$ cat src/rtl/seg_scan_ctrl_pkg.sv
// rtl/seg_scan_ctrl_pkg.sv - shared constants and blanking helper for the digit scanner
package seg_scan_ctrl_pkg;

  localparam int NDIG            = 4;
  localparam int CLK_DIV_DEFAULT = 50000;

  localparam logic [3:0] ANODE_OFF   = 4'b1111;
  localparam logic [3:0] ANODE_SLOT0 = 4'b1110;

  // Slot k is a leading zero when it and every more significant nibble are zero; slot 0 always shows.
  function automatic logic lz_blanked(input logic [15:0] sh, input logic [1:0] k);
    logic any_nz;
    any_nz = 1'b0;
    for (int j = 0; j < NDIG; j++) begin
      if (j >= int'(k) && sh[4*j +: 4] != 4'h0) begin
        any_nz = 1'b1;
      end
    end
    return (k != 2'd0) && !any_nz;
  endfunction

endpackage

$ cat src/rtl/seg_scan_ctrl_if.sv
// rtl/seg_scan_ctrl_if.sv - load/value inputs and scanned display outputs
interface seg_scan_ctrl_if;

  logic        load;
  logic [15:0] value;
  logic        blank_lz;
  logic [3:0]  digit;
  logic [3:0]  an;
  logic        frame_done;

  modport master (
    output load, value, blank_lz,
    input  digit, an, frame_done
  );

  modport slave (
    input  load, value, blank_lz,
    output digit, an, frame_done
  );

endinterface

$ cat src/rtl/seg_scan_ctrl_tick.sv
// rtl/seg_scan_ctrl_tick.sv - slot prescaler, one-cycle tick every DIV clocks
module scan_tick #(
  parameter int DIV = 4
) (
  input  logic clk,
  input  logic rst_n,
  output logic tick
);

  localparam int W = (DIV > 1) ? $clog2(DIV) : 1;
  localparam logic [W-1:0] LAST = W'(DIV - 1);

  logic [W-1:0] cnt_q;
  logic [W-1:0] cnt_d;

  assign tick = (cnt_q == LAST);

  always_comb begin
    cnt_d = tick ? '0 : cnt_q + W'(1);
  end

  always_ff @(posedge clk or negedge rst_n) begin
    if (!rst_n) begin
      cnt_q <= '0;
    end else begin
      cnt_q <= cnt_d;
    end
  end

endmodule

$ cat src/rtl/seg_scan_ctrl.sv
// rtl/seg_scan_ctrl.sv - 4-digit multiplexed display scanner with frame-aligned updates
// and leading-zero blanking; digit is passed raw to the downstream segment decoder.
module seg_scan_ctrl #(
  parameter int CLK_DIV = seg_scan_ctrl_pkg::CLK_DIV_DEFAULT,
  parameter int NDIG    = seg_scan_ctrl_pkg::NDIG
) (
  input logic           clk,
  input logic           rst_n,
  seg_scan_ctrl_if.slave bus
);

  import seg_scan_ctrl_pkg::*;

  localparam logic [1:0] LAST_SLOT = 2'(NDIG - 1);

  logic        tick;
  logic        wrap;
  logic [1:0]  idx_q, idx_d;
  logic [15:0] shadow_q, shadow_d;
  logic [15:0] pend_q, pend_d;
  logic        pend_valid_q, pend_valid_d;
  logic [3:0]  digit_q, digit_d;
  logic [3:0]  an_q, an_d;
  logic        frame_done_q, frame_done_d;

  scan_tick #(.DIV(CLK_DIV)) u_tick (
    .clk  (clk),
    .rst_n(rst_n),
    .tick (tick)
  );

  assign wrap = tick && (idx_q == LAST_SLOT);

  always_comb begin
    idx_d        = idx_q;
    shadow_d     = shadow_q;
    pend_d       = pend_q;
    pend_valid_d = pend_valid_q;
    digit_d      = digit_q;
    an_d         = an_q;
    frame_done_d = 1'b0;

    if (bus.load) begin
      pend_d       = bus.value;
      pend_valid_d = 1'b1;
    end

    // Shadow only changes at the frame boundary so one frame never mixes old and new digits.
    if (wrap) begin
      if (bus.load) begin
        shadow_d = bus.value;
      end else if (pend_valid_q) begin
        shadow_d = pend_q;
      end
      pend_valid_d = 1'b0;
    end

    if (tick) begin
      idx_d        = idx_q + 2'd1;
      digit_d      = shadow_d[{idx_d, 2'b00} +: 4];
      an_d         = (bus.blank_lz && lz_blanked(shadow_d, idx_d)) ? ANODE_OFF
                                                                   : ~(4'b0001 << idx_d);
      frame_done_d = wrap;
    end
  end

  always_ff @(posedge clk or negedge rst_n) begin
    if (!rst_n) begin
      idx_q        <= 2'd0;
      shadow_q     <= 16'h0000;
      pend_q       <= 16'h0000;
      pend_valid_q <= 1'b0;
      digit_q      <= 4'h0;
      an_q         <= ANODE_SLOT0;
      frame_done_q <= 1'b0;
    end else begin
      idx_q        <= idx_d;
      shadow_q     <= shadow_d;
      pend_q       <= pend_d;
      pend_valid_q <= pend_valid_d;
      digit_q      <= digit_d;
      an_q         <= an_d;
      frame_done_q <= frame_done_d;
    end
  end

  assign bus.digit      = digit_q;
  assign bus.an         = an_q;
  assign bus.frame_done = frame_done_q;

endmodule

$ cat src/flat_wrapper.sv
// flat-port wrapper written by rule: the top's interface ports become plain ports
module seg_scan_ctrl_flat import seg_scan_ctrl_pkg::*;
#(
  parameter int CLK_DIV = seg_scan_ctrl_pkg::CLK_DIV_DEFAULT,
  parameter int NDIG    = seg_scan_ctrl_pkg::NDIG
)
  (clk, rst_n, bus_load, bus_value, bus_blank_lz, bus_digit, bus_an, bus_frame_done);
  seg_scan_ctrl_if bus_i ();
  input logic clk;
  input logic rst_n;
  input wire logic [$bits(bus_i.load)-1:0] bus_load;
  input wire logic [$bits(bus_i.value)-1:0] bus_value;
  input wire logic [$bits(bus_i.blank_lz)-1:0] bus_blank_lz;
  output wire logic [$bits(bus_i.digit)-1:0] bus_digit;
  output wire logic [$bits(bus_i.an)-1:0] bus_an;
  output wire logic [$bits(bus_i.frame_done)-1:0] bus_frame_done;
  assign bus_i.load = bus_load;
  assign bus_i.value = bus_value;
  assign bus_i.blank_lz = bus_blank_lz;
  assign bus_digit = bus_i.digit;
  assign bus_an = bus_i.an;
  assign bus_frame_done = bus_i.frame_done;
  seg_scan_ctrl #(.CLK_DIV(CLK_DIV), .NDIG(NDIG)) u_core (.clk(clk), .rst_n(rst_n), .bus(bus_i));
endmodule
$ cat config.mk
export PLATFORM = sky130hd
export DESIGN_NAME = seg_scan_ctrl_flat
export DESIGN_NICKNAME = d
export VERILOG_FILES = /design/src/rtl/seg_scan_ctrl_pkg.sv /design/src/rtl/seg_scan_ctrl_if.sv /design/src/rtl/seg_scan_ctrl_tick.sv /design/src/rtl/seg_scan_ctrl.sv /design/src/flat_wrapper.sv
export SDC_FILE = /design/constraint.sdc
export NUM_CORES = 1
export LEC_CHECK = 0
export CAP_MARGIN = 30
export CELL_PAD_IN_SITES_DETAIL_PLACEMENT = 1
export CELL_PAD_IN_SITES_GLOBAL_PLACEMENT = 2
export CORE_MARGIN = 2
export CORE_UTILIZATION = 33
export CTS_CLUSTER_SIZE = 14
export DETAILED_ROUTE_END_ITERATION = 8
export PLACE_DENSITY_LB_ADDON = 0.1
export SYNTH_ARGS = -nofsm -noshare
export SYNTH_HDL_FRONTEND = slang
export SYNTH_SLANG_ARGS = --single-unit
$ cat constraint.sdc
create_clock -name clk -period 2.55 [get_ports clk]
set_input_delay 0.51 -clock clk [delete_from_list [all_inputs] [get_ports clk]]
set_output_delay 0.51 -clock clk [all_outputs]
set_load 0.01 [all_outputs]
==> tab_implementation.tex, run 1 <==
\begin{tabular}{lr}
\hline
Metric & Value \\
\hline
\multicolumn{2}{l}{\textbf{Floorplanning}} \\
Row cnt & 34 \\
Effective utilization at floorplan & 0.3369 \\
Die Wd & 97.89 µm \\
Ports placed on the boundary & 29 \\
Height of the chip & about 98 µm \\
Area enclosed by the die boundary & $\sim$0.0096 mm² \\
Std-Cell Core Area & roughly 0.0086 mm² \\
\multicolumn{2}{l}{\textbf{Synth}} \\
Net count of the mapped netlist & between 300 and 400 \\
Cell variety after synth & 47 \\
Area share of the largest cell type after synthesis & 0.4903 \\
Count of state elements after synthesis & 60 \\
Top cells by area in the synthesized netlist & dfrtp\_1, nand2\_1, nor2\_1 \\
Post-synth top area cell & dfrtp\_1 \\
Commonest register cell after synthesis & dfrtp\_1 \\
Number of synthesis warnings & 0 \\
Number of flops mapped to enable cells by yosys & 0 \\
Mean area per synthesized cell & roughly 10 µm² \\
Share of synthesized area occupied by flip-flops and latches & 0.5174 \\
Instance count of the mapped netlist & 285 \\
Post-Synthesis Cell Area & slightly below 0.003 mm² \\
Share of async-settable or async-resettable flops after synthesis & 1.000 \\
\multicolumn{2}{l}{\textbf{Layout}} \\
Area Overhead vs Synth & 27.66\% \\
Most common cell after layout, fill and taps aside & dfrtp\_1 \\
Net total in the final layout & 375 \\
Utilization after layout & 0.4300 \\
Diode count & 0 \\
Post-Layout Inst Area & 0.003714 mm² \\
Proportion of layout cells with a drive suffix above 1 & 0.2068 \\
Most frequent cells in the layout & dfrtp\_1, nor2\_1, nand2\_1 \\
\multicolumn{2}{l}{\textbf{Clock network}} \\
Clk pin slew, worst setup/hold paths & around 70 ps \\
Clock sink count & 60 \\
Clock latency at the later pin of the worst-skew pair & between 300 and 400 ps \\
Clock tree from TritonCTS & done \\
Master cell of the clock root buffer & clkbuf\_8 \\
H-Tree Depth & 3 \\
Count of hold buffers inserted by post-cts repair & 0 \\
Clock tree buffer depth & 2 \\
Post-CTS Setup Bufs & 0 \\
CTS Buf Count & 9 \\
\multicolumn{2}{l}{\textbf{Drt}} \\
Iteration-0 DRC Markers & 81 \\
Vias/cell & 5.048 \\
Routed wire length & around 7600 µm \\
DRC violations left & 0 \\
Iteration count of the initial detailed-routing pass & 4 \\
Wire length per cell after detailed routing & $\sim$16 µm \\
Total vias in the final route & 2327 \\
Count of antenna-violating nets left after detailed routing & 0 \\
\multicolumn{2}{l}{\textbf{Timing}} \\
Max Fclk & approximately 400 MHz \\
Tcrit/Tclk final & 0.9656 \\
Setup skew after layout & approximately 12 ps \\
Minimum clock period after layout & $\sim$2500 ps \\
Transition time at the pin with the least slew margin & between 500 and 600 ps \\
\# setup viols final & 0 \\
Setup repair after global routing missed its margin & yes \\
Worst max-slew margin expressed relative to the limit & 0.6226 \\
Final Hold Vio Count & 0 \\
Total count of max-transition violations in the final report & 0 \\
Final worst slack & between 80 and 90 ps \\
\multicolumn{2}{l}{\textbf{Placed design}} \\
Detail Placement HPWL & 5686 µm \\
Post-detailed-placement cell area & around 0.0035 mm² \\
PortBufs & 28 \\
Placer congestion estimate & around 0.80 \\
Pre-CTS setup slack & -186.0 ps \\
\multicolumn{2}{l}{\textbf{Run status}} \\
Outcome & complete, no violations \\
\multicolumn{2}{l}{\textbf{Global routing}} \\
Overflow left after global routing & 0 \\
Wire length of the first global-routing pass & around 13000 µm \\
Overall routing resource usage & 0.1732 \\
Number of global-route vias before repair & 2558 \\
Number of antenna violations at the first check in global routing & 0 \\
Pin count of the biggest net entering global routing & 22 \\
\multicolumn{2}{l}{\textbf{Power}} \\
Logic gate share of total power & 0.081 \\
Post-route total power & $\sim$2 mW \\
Power per standard cell area & 540.1 mW/mm² \\
Highest ir drop seen on vdd & roughly 0.00022 V \\
Share of power burned in the clock network & 0.419 \\
Switch share & 0.2312 \\
Share of power burned in registers & 0.499 \\
Net switching power of the design & around 0.46 mW \\
Int Pwr & around 1.5 mW \\
Leakage power & about 1.7 nW \\
\multicolumn{2}{l}{\textbf{Setup path}} \\
Endpoint required time on the critical path & 2760 ps \\
CP Capture Type & flop \\
Reg-to-reg setup timing slack & a little under 90 ps \\
Highest fanout seen on the critical path & 6 \\
Length in cells of the worst reg-to-reg path & 7 \\
FF-to-FF End & u\_core.bus.digit[1] \\
Element type at the critical path start & flop \\
Start-to-end type of the worst setup path & flop to flop \\
RR Startpoint & u\_core.u\_tick.cnt\_q[11] \\
Critical path data arrival time & between 2000 and 3000 ps \\
\multicolumn{2}{l}{\textbf{Run}} \\
Max-cap violations & 0 \\
\multicolumn{2}{l}{\textbf{Worst hold path}} \\
Class of the most critical hold timing path & primary input to async pin \\
\hline
\end{tabular}
[metrics by stage]
step | hold WS, ps | setup TNS (ps) | instances
3_3_place_gp | 474.3 | -340.6 | 446
2_1_floorplan | 214.4 | 0 | 285
4_1_cts | 139.5 | 0 | 461
5_1_grt | 161.2 | -2.331 | 461
3_5_place_dp | 474.6 | -725.4 | 446
6_report | 128.3 | 0 | 461
[worst max-delay path by stage]
| stage | from | end | slack (ps) | depth (start not counted) |
|---|---|---|---|---|
| after CTS | u_core.u_tick.cnt_q[11] | u_core.bus.an[1] | 60 | 8 |
| final | u_core.u_tick.cnt_q[11] | u_core.bus.digit[1] | 90 | 7 |
| after global routing | u_core.u_tick.cnt_q[11] | u_core.bus.an[1] | -2 | 9 |
| after detailed placement | bus_load | u_core.bus.an[1] | -190 | 7 |
| after global placement | bus_load | u_core.bus.an[1] | -130 | 7 |
| after floorplan | u_core.u_tick.cnt_q[11] | u_core.bus.digit[1] | 20 | 9 |
[registers in the layout (all words and copies together) (netlist names)]
signal	flops
u_core.bus.frame_done	1
u_core.bus.digit	4
u_core.bus.an	4
u_core.pend_q	16
u_core.idx_q	2
u_core.u_tick.cnt_q	16
u_core.pend_valid_q	1
u_core.shadow_q	16
[layout make-up]
class / instances / area, µm²
fill: 987 / 4922
sequential: 60 / 1505
multi-input combinational: 206 / 1321
timing repair buffer: 62 / 530.5
clock buffer: 13 / 148.9
tap: 108 / 135.1
inverter: 10 / 37.54
clock inverter: 2 / 35.03
[routing by layer]
metal	vias up	part of all wire	global-route usage
met4	0	0.020	0.06838
met2	32	0.46	0.2734
met1	1157	0.49	0.2394
met3	13	0.026	0.02720
met5	-	0	0
li1	1125	-	-
[critical path, cell delays in order, from the launching register on]
cell,delay (ps)
dfrtp_1,380
or4_4,580
or4_4,480
nor2_8,150
mux2_4,320
a311o_1,260
o21ai_1,80
o31ai_1,90
[cells by family after synthesis]
| kind of cell | after synthesis | share of synthesized area |
|---|---|---|
| AO/OA/AOI/OAI | 51 | 0.1049 |
| XOR/XNOR | 13 | 0.03914 |
| adder cells (fa/ha/maj) | 6 | 0.02581 |
| buffers and inverters | 19 | 0.03441 |
| flip-flops | 60 | 0.5174 |
| multiplexers | 19 | 0.07183 |
| AND/OR/NAND/NOR | 117 | 0.2065 |
[Yosys cell counts, types with 2 or more instances]
| cell type | number |
|---|---|
| nand4_1 | 3 |
| dfrtp_1 | 57 |
| nand2_1 | 35 |
| buf_2 | 3 |
| xor2_1 | 5 |
| and2_1 | 2 |
| nand3_1 | 7 |
| nor4_1 | 5 |
| nor2_1 | 35 |
| inv_1 | 10 |
| o21ai_0 | 14 |
| a31oi_1 | 4 |
| or4_1 | 3 |
| buf_6 | 2 |
| a21o_1 | 3 |
| nand4bb_1 | 2 |
| nand2b_1 | 6 |
| nor3_1 | 6 |
| and3_1 | 2 |
| mux2_2 | 11 |
| ha_1 | 6 |
| clkbuf_1 | 3 |
| a21oi_1 | 16 |
| o211ai_1 | 6 |
| dfstp_2 | 3 |
| a22oi_1 | 2 |
| xnor2_1 | 8 |
| mux2i_1 | 7 |
[power by group through the flow]
stage	sequential, mW	clock (mW)	combinational (mW)
2_1_floorplan	1.02	0	0.0685
3_3_place_gp	1.02	0	0.164
3_5_place_dp	1.02	0	0.166
4_1_cts	1.00	0.871	0.167
5_1_grt	1.01	0.916	0.182
6_report	1.00	0.841	0.163
[repair_timing]
item	in CTS	in global routing
resized for setup	2	2
endpoints found under the setup margin	5	3
pin swaps	0	1
Power figures use the tool's default switching activity.
==> inputs of run 2 (changes only) <==
--- a/config.mk
+++ b/config.mk
@@ -13,6 +13,7 @@
 export CTS_CLUSTER_SIZE = 14
 export DETAILED_ROUTE_END_ITERATION = 8
 export PLACE_DENSITY_LB_ADDON = 0.1
+export SETUP_SLACK_MARGIN = 0.4
 export SYNTH_ARGS = -nofsm -noshare
 export SYNTH_HDL_FRONTEND = slang
 export SYNTH_SLANG_ARGS = --single-unit
==> tab_implementation.tex, run 2 (same netlist as run 1, synthesis figures left out) <==
\begin{tabular}{lr}
\hline
Metric & Value \\
\hline
\multicolumn{2}{l}{\textbf{Global routing}} \\
Number of global-route vias before repair & 2463 (was 2558) \\
Overall routing resource usage & 0.1686 (was 0.1732) \\
Pin count of the biggest net entering global routing & 22 (unchanged) \\
Number of antenna violations at the first check in global routing & 0 (unchanged) \\
Wire length of the first global-routing pass & 12610 µm (was 13190 µm) \\
Overflow left after global routing & 0 (unchanged) \\
\multicolumn{2}{l}{\textbf{Drt}} \\
Vias/cell & 4.923 (was 5.048) \\
Wire length on met2 & 3690 µm (was 3508 µm) \\
Count of antenna-violating nets left after detailed routing & 0 (unchanged) \\
Post-route met1 wirelength & 3517 µm (was 3715 µm) \\
DRC violations left & 0 (unchanged) \\
Iteration-0 DRC Markers & 67 (was 81) \\
Total vias in the final route & 2289 (was 2327) \\
Met3 routed WL & 244 µm (was 196 µm) \\
Wire length per cell after detailed routing & 16.14 µm (was 16.43 µm) \\
Routed wire length & 7505 µm (was 7572 µm) \\
Highest metal layer with signal wires & met4 (unchanged) \\
Iteration count of the initial detailed-routing pass & 4 (unchanged) \\
\multicolumn{2}{l}{\textbf{Setup path}} \\
Element type at the critical path start & flop (unchanged) \\
Crit path max-delay family & simple AND/OR/NAND/NOR gates (unchanged) \\
CP startpoint & u\_core.u\_tick.cnt\_q[11] (unchanged) \\
Reg-to-reg setup timing slack & 140 ps (was 90 ps) \\
Slowest cell on the critical path & or4\_4 (unchanged) \\
Buffers and inverters on the worst path & 0 (unchanged) \\
Sequence of cells on the critical path & or4\_4, or4\_4, nor2\_8, mux2\_4, a311o\_1, o21ai\_1, o31ai\_1 (unchanged) \\
Endpoint required time on the critical path & 2760 ps (about the same) \\
Delay of the slowest cell on the worst path & 560 ps (was 580 ps) \\
Cell occurring most often along the worst timing path & or4\_4 (unchanged) \\
Length in cells of the worst reg-to-reg path & 7 (unchanged) \\
Start-to-end type of the worst setup path & flop to flop (unchanged) \\
FF-to-FF End & u\_core.bus.digit[1] (unchanged) \\
Timing endpoint of the critical path & u\_core.bus.digit[1] (unchanged) \\
RR Startpoint & u\_core.u\_tick.cnt\_q[11] (unchanged) \\
Highest fanout seen on the critical path & 4 (was 6) \\
Levels on crit path & 7 (unchanged) \\
CP Capture Type & flop (unchanged) \\
Critical path data arrival time & 2620 ps (was 2680 ps) \\
\multicolumn{2}{l}{\textbf{Layout}} \\
Fillers & 972 (was 987) \\
Proportion of layout cells with a drive suffix above 1 & 0.2325 (was 0.2068) \\
Most common cell after layout, fill and taps aside & dfrtp\_1 (unchanged) \\
Area Overhead vs Synth & 30.49\% (was 27.66\%) \\
Post-Layout Inst Area & 0.003796 mm² (was 0.003714 mm²) \\
Diode count & 0 (unchanged) \\
Most frequent cells in the layout & dfrtp\_1, nor2\_1, nand2\_1 (unchanged) \\
Net total in the final layout & 378 (was 375) \\
Leading registers by flop count & u\_core.pend\_q x16, u\_core.shadow\_q x16, u\_core.u\_tick.cnt\_q x16 (unchanged) \\
\multicolumn{2}{l}{\textbf{Floorplanning}} \\
Ports placed on the boundary & 29 (unchanged) \\
Area enclosed by the die boundary & 0.009582 mm² (unchanged) \\
Effective utilization at floorplan & 0.3369 (unchanged) \\
Die Wd & 97.89 µm (unchanged) \\
Std-Cell Core Area & 0.008636 mm² (unchanged) \\
Row cnt & 34 (unchanged) \\
Height of the chip & 97.89 µm (unchanged) \\
\multicolumn{2}{l}{\textbf{Timing}} \\
Final Hold Vio Count & 0 (unchanged) \\
WHS & 124.0 ps (was 128.3 ps) \\
Transition time at the pin with the least slew margin & 471.9 ps (was 566.2 ps) \\
Final worst slack & 137.5 ps (was 87.72 ps) \\
Setup repair after global routing missed its margin & yes (unchanged) \\
Worst max-slew margin expressed relative to the limit & 0.6854 (was 0.6226) \\
Minimum clock period after layout & 2413 ps (was 2462 ps) \\
Setup skew after layout & 11.70 ps (was 12.00 ps) \\
Tcrit/Tclk final & 0.9461 (was 0.9656) \\
Max Fclk & 414.5 MHz (was 406.1 MHz) \\
Total count of max-transition violations in the final report & 0 (unchanged) \\
\# setup viols final & 0 (unchanged) \\
\multicolumn{2}{l}{\textbf{Placed design}} \\
Post-detailed-placement cell area & 0.003525 mm² (was 0.003512 mm²) \\
Pre-CTS setup slack & -228.4 ps (was -186.0 ps) \\
Placer congestion estimate & 0.7622 (was 0.8020) \\
PortBufs & 28 (unchanged) \\
Detail Placement HPWL & 5654 µm (was 5686 µm) \\
\multicolumn{2}{l}{\textbf{Clock network}} \\
Clock tree buffer depth & 2 (unchanged) \\
Clock sink count & 60 (unchanged) \\
CTS Buf Count & 9 (unchanged) \\
Clock tree from TritonCTS & done (unchanged) \\
Master cell of the clock root buffer & clkbuf\_8 (unchanged) \\
Clock latency at the later pin of the worst-skew pair & 330 ps (was 340 ps) \\
Clk pin slew, worst setup/hold paths & 70 ps (about the same) \\
H-Tree Depth & 3 (unchanged) \\
\multicolumn{2}{l}{\textbf{Power}} \\
Power per standard cell area & 503.8 mW/mm² (was 540.1 mW/mm²) \\
Highest ir drop seen on vdd & 0.0002455 V (was 0.0002212 V) \\
Leakage power & 1.704 nW (was 1.657 nW) \\
\multicolumn{2}{l}{\textbf{Worst hold path}} \\
Class of the most critical hold timing path & primary input to async pin (unchanged) \\
\multicolumn{2}{l}{\textbf{Run}} \\
Max-cap violations & 0 (unchanged) \\
\multicolumn{2}{l}{\textbf{Run status}} \\
Outcome & complete, no violations (unchanged) \\
\hline
\end{tabular}
-- run 2: cell types whose count changed in the layout (fill, tap and decap cells not counted), sizes merged --
cell / before / now
buf: 35 / 38
bufinv: 1 / 0
clkbuf: 13 / 14
clkinv: 1 / 2
-- run 2: cell type report --
| type | instances | area [µm²] | area share |
|---|---|---|---|
| clock inverters | 2 | 10.01 | 0.002637 |
| repair buffers | 65 | 568.0 | 0.1496 |
| flip-flops and latches | 60 | 1505 | 0.3965 |
| well taps | 108 | 135.1 | 0.03560 |
| multi-input cells | 206 | 1388 | 0.3655 |
| clock buffers | 14 | 152.6 | 0.04021 |
| inverters | 10 | 37.54 | 0.009888 |
-- run 2: how the worst min path moves through the flow --
stage	from	endpoint
after floorplan	rst_n	u_core.bus.an[0]
final	rst_n	u_core.pend_q[4]
after CTS	rst_n	u_core.pend_q[9]
after detailed placement	u_core.bus.an[0]	u_core.bus.an[0]
after global placement	u_core.bus.an[0]	u_core.bus.an[0]
after global routing	rst_n	u_core.shadow_q[8]
-- run 2: layer usage --
layer	track usage	vias up
met1	0.2122	1140
li1	-	1121
met4	0.04808	0
met3	0.04223	6
met5	0	-
met2	0.2877	22
-- run 2: metrics by stage --
| step | utilization | TNS, ps | total power [mW] | std cells |
|---|---|---|---|---|
| after floorplan | - | 0 | 1.084 | 285 |
| after global placement | 0.4081 | -512.9 | 1.183 | 447 |
| after detailed placement | 0.4081 | -675.2 | 1.184 | 447 |
| after CTS | 0.4355 | 0 | 1.940 | 464 |
| after global routing | 0.4396 | 0 | 2.009 | 465 |
| final | 0.4396 | 0 | 1.913 | 465 |
-- run 2: timing repair --
action                                  CTS  global route
pin swaps                                 8             2
gates resized for setup                  14             6
setup buffers                             1             1
endpoints found under the setup margin   21            11
hold buffers                              0             0
-- run 2: report_power, final --
group / internal (mW) / switching [mW] / total (mW)
combinational: 0.0814 / 0.0817 / 0.163
sequential: 0.987 / 0.0133 / 1.00
clock: 0.378 / 0.371 / 0.749
total: 1.45 / 0.466 / 1.91
